File: config.mk
export PLATFORM = sky130hd
export DESIGN_NAME = pipeline_control_unit
export DESIGN_NICKNAME = d
export VERILOG_FILES = /design/src/rtl/pipeline_control_unit.sv
export SDC_FILE = /design/constraint.sdc
export NUM_CORES = 1
export LEC_CHECK = 0
export ABC_AREA = 1
export ABC_CLOCK_PERIOD_IN_PS = 1900
export BUFFER_PORTS_ARGS = -buffer_cell sky130_fd_sc_hd__buf_2
export CORE_ASPECT_RATIO = 1.4
export CORE_MARGIN = 5
export CORE_UTILIZATION = 30
export CTS_BUF_LIST = sky130_fd_sc_hd__clkbuf_16
export CTS_CLUSTER_DIAMETER = 40
export DETAILED_ROUTE_END_ITERATION = 10
export HOLD_SLACK_MARGIN = 0.08
export PLACE_DENSITY = 0.6
export RECOVER_POWER = 50
export SLEW_MARGIN = 10
export SYNTH_ARGS = -nofsm -noshare
export SYNTH_HDL_FRONTEND = slang
export SYNTH_SLANG_ARGS = --single-unit
export TNS_END_PERCENT = 5
File: constraint.sdc
create_clock -name clk -period 1.9 [get_ports clk]
set_input_delay 0.095 -clock clk [delete_from_list [all_inputs] [get_ports clk]]
set_output_delay 0.095 -clock clk [all_outputs]
set_load 0.05 [all_outputs]
File: src/rtl/pipeline_control_unit.sv
// Pipelined MIPS control unit: ID-stage decode, ID/EX, EX/MEM and MEM/WB
// control registers, load-use hazard detection, flush handling and a
// saturating illegal-opcode counter.
module pipeline_control_unit #(
    parameter int unsigned ALUOP_WIDTH    = 4,
    parameter int unsigned REG_ADDR_WIDTH = 5,
    parameter int unsigned LINK_REG       = 31,
    parameter int unsigned HAZARD_EN      = 1,
    parameter int unsigned ILL_CNT_WIDTH  = 8
) (
    input  logic                      clk,
    input  logic                      reset,
    input  logic                      valid_id,
    input  logic [5:0]                op_id,
    input  logic [5:0]                funct_id,
    input  logic [REG_ADDR_WIDTH-1:0] rs_id,
    input  logic [REG_ADDR_WIDTH-1:0] rt_id,
    input  logic [REG_ADDR_WIDTH-1:0] rd_id,
    input  logic                      flush,
    output logic                      jump_id,
    output logic                      jr_id,
    output logic                      stall,
    output logic                      pc_write_en,
    output logic                      ifid_write_en,
    output logic                      ex_alu_src,
    output logic                      ex_branch_eq,
    output logic                      ex_branch_ne,
    output logic                      ex_mem_read,
    output logic                      ex_mem_write,
    output logic                      ex_reg_write,
    output logic                      ex_mem_to_reg,
    output logic                      ex_jal,
    output logic [ALUOP_WIDTH-1:0]    ex_alu_op,
    output logic [REG_ADDR_WIDTH-1:0] ex_write_reg,
    output logic                      mem_read,
    output logic                      mem_write,
    output logic                      mem_reg_write,
    output logic                      mem_mem_to_reg,
    output logic                      mem_jal,
    output logic [REG_ADDR_WIDTH-1:0] mem_write_reg,
    output logic                      wb_reg_write,
    output logic                      wb_mem_to_reg,
    output logic                      wb_jal,
    output logic [REG_ADDR_WIDTH-1:0] wb_write_reg,
    output logic [ILL_CNT_WIDTH-1:0]  illegal_cnt
);

    localparam logic [5:0] opRtype  = 6'h00;
    localparam logic [5:0] opJ      = 6'h02;
    localparam logic [5:0] opJal    = 6'h03;
    localparam logic [5:0] opBeq    = 6'h04;
    localparam logic [5:0] opBne    = 6'h05;
    localparam logic [5:0] opAddi   = 6'h08;
    localparam logic [5:0] opAndi   = 6'h0C;
    localparam logic [5:0] opOri    = 6'h0D;
    localparam logic [5:0] opLui    = 6'h0F;
    localparam logic [5:0] opLw     = 6'h23;
    localparam logic [5:0] opSw     = 6'h2B;
    localparam logic [5:0] functJr  = 6'h08;

    logic                      regDst;
    logic                      aluSrc;
    logic                      branchEq;
    logic                      branchNe;
    logic                      memRead;
    logic                      memWrite;
    logic                      regWrite;
    logic                      memToReg;
    logic                      jal;
    logic                      isJump;
    logic                      isJr;
    logic                      illegal;
    logic                      rtIsSrc;
    logic [3:0]                aluCode;
    logic [ALUOP_WIDTH-1:0]    aluOpId;
    logic [REG_ADDR_WIDTH-1:0] writeRegId;
    logic                      regWriteId;
    logic                      hazard;
    logic                      hazardEn;
    logic                      loadBubble;
    logic                      rsMatch;
    logic                      rtMatch;

    // Opcode/funct decode into the raw control set for the ID instruction.
    always_comb begin
        regDst   = 1'b0;
        aluSrc   = 1'b0;
        branchEq = 1'b0;
        branchNe = 1'b0;
        memRead  = 1'b0;
        memWrite = 1'b0;
        regWrite = 1'b0;
        memToReg = 1'b0;
        jal      = 1'b0;
        isJump   = 1'b0;
        isJr     = 1'b0;
        illegal  = 1'b0;
        rtIsSrc  = 1'b0;
        aluCode  = 4'b0000;
        case (op_id)
            opRtype: begin
                rtIsSrc = 1'b1;
                if (funct_id == functJr) begin
                    isJr = 1'b1;
                end else begin
                    regDst   = 1'b1;
                    regWrite = 1'b1;
                    aluCode  = 4'b0111;
                end
            end
            opAddi: begin aluSrc = 1'b1; regWrite = 1'b1; aluCode = 4'b0100; end
            opOri:  begin aluSrc = 1'b1; regWrite = 1'b1; aluCode = 4'b0101; end
            opAndi: begin aluSrc = 1'b1; regWrite = 1'b1; aluCode = 4'b0110; end
            opLui:  begin aluSrc = 1'b1; regWrite = 1'b1; aluCode = 4'b1000; end
            opBeq:  begin branchEq = 1'b1; rtIsSrc = 1'b1; aluCode = 4'b0001; end
            opBne:  begin branchNe = 1'b1; rtIsSrc = 1'b1; aluCode = 4'b0001; end
            opLw: begin
                aluSrc   = 1'b1;
                memToReg = 1'b1;
                regWrite = 1'b1;
                memRead  = 1'b1;
                aluCode  = 4'b0010;
            end
            opSw: begin
                aluSrc   = 1'b1;
                memWrite = 1'b1;
                rtIsSrc  = 1'b1;
                aluCode  = 4'b0011;
            end
            opJ:    isJump = 1'b1;
            opJal:  begin isJump = 1'b1; regWrite = 1'b1; jal = 1'b1; end
            default: illegal = 1'b1;
        endcase
    end

    assign aluOpId    = ALUOP_WIDTH'(aluCode);
    assign writeRegId = jal ? REG_ADDR_WIDTH'(LINK_REG) : (regDst ? rd_id : rt_id);
    // Writes to register 0 are architecturally discarded; drop them here.
    assign regWriteId = regWrite & (writeRegId != '0);

    assign jump_id = valid_id & isJump;
    assign jr_id   = valid_id & isJr;

    // Load-use hazard: the load in EX produces a register the ID instruction reads.
    assign hazardEn = (HAZARD_EN != 0);
    assign rsMatch  = (ex_write_reg == rs_id);
    assign rtMatch  = (ex_write_reg == rt_id) & rtIsSrc;
    assign hazard   = hazardEn & valid_id & ex_mem_read & (ex_write_reg != '0)
                    & (rsMatch | rtMatch);
    assign stall         = hazard & ~flush;
    assign pc_write_en   = ~stall;
    assign ifid_write_en = ~stall;

    assign loadBubble = ~valid_id | flush | stall;

    // ID/EX register: bundle from decode, or an all-zero bubble.
    always_ff @(posedge clk) begin
        if (reset || loadBubble) begin
            ex_alu_src    <= 1'b0;
            ex_branch_eq  <= 1'b0;
            ex_branch_ne  <= 1'b0;
            ex_mem_read   <= 1'b0;
            ex_mem_write  <= 1'b0;
            ex_reg_write  <= 1'b0;
            ex_mem_to_reg <= 1'b0;
            ex_jal        <= 1'b0;
            ex_alu_op     <= '0;
            ex_write_reg  <= '0;
        end else begin
            ex_alu_src    <= aluSrc;
            ex_branch_eq  <= branchEq;
            ex_branch_ne  <= branchNe;
            ex_mem_read   <= memRead;
            ex_mem_write  <= memWrite;
            ex_reg_write  <= regWriteId;
            ex_mem_to_reg <= memToReg;
            ex_jal        <= jal;
            ex_alu_op     <= aluOpId;
            ex_write_reg  <= writeRegId;
        end
    end

    // EX/MEM register: always advances.
    always_ff @(posedge clk) begin
        if (reset) begin
            mem_read       <= 1'b0;
            mem_write      <= 1'b0;
            mem_reg_write  <= 1'b0;
            mem_mem_to_reg <= 1'b0;
            mem_jal        <= 1'b0;
            mem_write_reg  <= '0;
        end else begin
            mem_read       <= ex_mem_read;
            mem_write      <= ex_mem_write;
            mem_reg_write  <= ex_reg_write;
            mem_mem_to_reg <= ex_mem_to_reg;
            mem_jal        <= ex_jal;
            mem_write_reg  <= ex_write_reg;
        end
    end

    // MEM/WB register: always advances.
    always_ff @(posedge clk) begin
        if (reset) begin
            wb_reg_write  <= 1'b0;
            wb_mem_to_reg <= 1'b0;
            wb_jal        <= 1'b0;
            wb_write_reg  <= '0;
        end else begin
            wb_reg_write  <= mem_reg_write;
            wb_mem_to_reg <= mem_mem_to_reg;
            wb_jal        <= mem_jal;
            wb_write_reg  <= mem_write_reg;
        end
    end

    // Saturating count of illegal opcodes actually accepted into EX.
    always_ff @(posedge clk) begin
        if (reset) begin
            illegal_cnt <= '0;
        end else if (illegal && !loadBubble && (illegal_cnt != '1)) begin
            illegal_cnt <= illegal_cnt + ILL_CNT_WIDTH'(1);
        end
    end

endmodule

==> summary.md <==
| Metric | Value |
|---|---|
| TritonCTS clock tree | `yes` |
| Clock Tree Buf Depth | `2` |
| Number of flip-flops under the largest register name | `8` |
| Post-synth EDFFs | `0` |
| Setup slack at placement | `approximately 0.22 ns` |
| Hpwl dp | `about 4200 um` |
| Hold Crit Depth | `3` |
| Wire per inst | `12.24 um` |
| Iter 0 DRT Violations | `85` |
| DR DRC count | `0` |
| Ranking of synthesized cells by area | `dfxtp_1 42%, inv_1 11%, nor2_1 9.6%` |
| Leakage | `0.001221 uW` |
| Setup crit start kind | `flop` |
| Ys flop type | `dfxtp_1` |
| Root Buffer | `clkbuf_16` |
| Routed WL | `between 5000 and 6000 um` |
| Min-delay worst type | `in -> reg` |
| Critical Path Sink Type | `primary output` |
| Synthesized flop and latch total | `approximately 40` |
| Area grow syn2layout | `30.23%` |
| GRT Total Usage | `between 10% and 20%` |
| Clock Skews | `approximately 0.0027 ns` |
| Placed cell area | `between 2000 and 2500 um^2` |
| Final worst path period need | `between 1.5 and 2 ns` |
| First-pass GRT wire length | `8797 um` |
| Die Area | `~8200 um^2` |
| Row cnt | `34` |
| FMAX | `585.2 MHz` |
| CP required | `between 1.5 and 2 ns` |
| Most instantiated library cell after synthesis | `inv_1` |
| Post-Syn Nets | `roughly 310` |
| Final Net Count | `between 300 and 400` |
| VDD IR max | `between 0.4 and 0.5 mV` |
| Slew headroom | `between 50% and 60%` |
| Int Pwr | `~1600 uW` |
| CTS Sinks | `41` |
| R2r setup slk | `around 0.20 ns` |
| Total negative slack | `0 ns` |
| Launch point of the worst reg-to-reg path | `illegal_cnt[1]` |
| WHS Endpoint | `ex_write_reg[4]` |
| Layout Cells excl Fill | `426` |
| Final instance area | `approximately 2500 um^2` |
| Leading cell types by count after synthesis | `57 x inv_1, 50 x nor2_1, 48 x nand2_1` |
| Grt total ovfl | `0` |
| CTS Buf Count | `5` |
| Post-CTS Setup Bufs | `0` |
| Synth warnings | `0` |
| I/O pin count | `a little under 80` |
| Post-route ant nets | `0` |
| Post-synth cell types | `30` |
| Initial Util | `31.17%` |
| PnR worst setup slack | `around 0.19 ns` |
| Clock latency at the later pin of the worst-skew pair | `between 0.2 and 0.3 ns` |
| Post-synthesis sequential area ratio | `a little over two fifths` |
| CTS clk-pin slew, worst paths | `0.06 ns` |
| Antenna cells | `0` |
| Worst R2R Path Depth | `10` |
| Final hold vios | `0` |
| Top cell type by total area after synthesis | `dfxtp_1` |
| R2R Path End | `illegal_cnt[1]` |
| Clock power share | `between 40% and 50%` |
| Worst Tran Pin Value | `~0.66 ns` |
| CTS H-tree lvls | `2` |
| Initial antenna violation count | `0` |
| Drt first pass iters | `6` |
| Run status | `finished, final reports clean` |
| Gpl congestion | `slightly above 0.8` |
| Die height | `approximately 110 um` |
| Final Max Tran Viols | `0` |
| Worst EP arrival | `1.61 ns` |
| Crit path max fanout | `10` |
| Worst Hold Launch | `rd_id[4]` |
| Max_cap viols | `0` |
| CP Class | `reg -> out` |
| Core ar. | `6254 um^2` |
| Async set or reset register ratio after synthesis | `0%` |
| Via count | `roughly 1,900` |
| Comb pwr share | `10.4%` |
| Mapped Avg Cell Area | `a little over 7 um^2` |
| Endpoints failing setup | `0` |
| Sw frac | `24.91%` |
| Seq pwr share | `between 40 and 50%` |
| Synthesized cell area | `~1900 um^2` |
| Avg Vias per Cell | `around 4.5` |
| PD cells | `between 800 and 900 nW/um^2` |
| IO buf count | `between 70 and 80` |
| Largest net degree at the start of global routing | `24` |
| Die X | `a little under 80 um` |
| Vias in the first global route | `approximately 1,900` |
| Top cell type's share of synthesized area | `between 40 and 50%` |
| Share of cells above drive strength 1 | `21.19%` |
| Post-Synthesis Cells | `273` |
| RSZ-0062 raised after global routing | `false` |
| Tcrit/Tclk final | `between 80% and 90%` |
| NetSw | `slightly above 500 uW` |
| Inst Count DP | `418` |
==> cells in the final DEF (no fill, tap or decap), drive strengths merged, types with 2 or more instances in the layout <==
cell,n
dfxtp,41
o21ai,5
inv,57
xor2,3
a21oi,5
nand3,9
nand2,53
nor3,10
nand4,11
clkinv,2
a31oi,6
clkbuf,33
buf,51
xnor2,4
nor2,52
nor4,2
o21bai,4
==> layout make-up <==
cell class	count	area (um^2)
fill	662	3715
clock buffer	5	125.1
sequential	41	823.3
clock inverter	3	46.29
timing repair buffer	79	366.6
multi-input combinational	168	868.3
tap	72	90.09
inverter	58	219.0
==> metrics by stage <==
stage               power [uW]  utilization [%]  hold WS [ns]
finish                    2084            40.60       0.09833
global route              2157            40.60        0.1144
CTS                       2096            41.10       0.09376
detailed placement        1123            38.36        0.3832
global placement          1120            38.36        0.3908
floorplan                 1048                -        0.2531
==> cell families (layout without fill, tap and decap cells) <==
| family | Yosys count | in the layout | synth area share, % |
|---|---|---|---|
| compound gates | 22 | 22 | 7.061 |
| xor+xnor | 7 | 7 | 3.145 |
| fa+ha+maj | 1 | 1 | 0.6417 |
| buf+inv | 64 | 145 | 13.35 |
| flops | 41 | 41 | 42.11 |
| simple gates | 138 | 138 | 33.70 |
==> critical path, cell delays in order (launching register included) <==
cell and delay (ns):
dfxtp_1 0.39, inv_1 0.10, nand2_1 0.07, nand2_1 0.05, nand3_1 0.10, nor2_1 0.05, nand2_1 0.05, nand2_1 0.08
nand2_4 0.15, buf_2 0.29
==> routing by layer <==
metal	wire length, um	up-vias	GRT usage, %
li1	-	997	-
met1	1922	859	13.60
met2	2853	49	24.29
met3	324	8	3.498
met4	112	0	5.314
met5	0	-	0
==> how the worst max path moves through the flow <==
stage,start,to,slack [ns],depth (start not counted)
2_1_floorplan,op_id[5],jump_id,0.03,3
6_report,ex_write_reg[3],ifid_write_en,0.19,9
4_1_cts,ex_write_reg[0],stall,0.14,9
5_1_grt,illegal_cnt[0],illegal_cnt[5],0.007,12
3_5_place_dp,illegal_cnt[0],illegal_cnt[1],0.22,10
3_3_place_gp,illegal_cnt[0],illegal_cnt[1],0.21,10
==> power by group through the flow <==
stage	Combinational (uW)	Sequential (uW)	Clock (uW)
after floorplan	104	943	0
after global placement	219	901	0
after detailed placement	221	901	0
after CTS	222	882	992
after global routing	243	884	1030
final	217	882	985
==> repair_timing <==
action                     in CTS  in global routing
hold buffers                    0                  0
setup endpoints to repair       0                  1
gates resized for setup         0                  1
No activity file was read; power rests on OpenSTA's default activity.
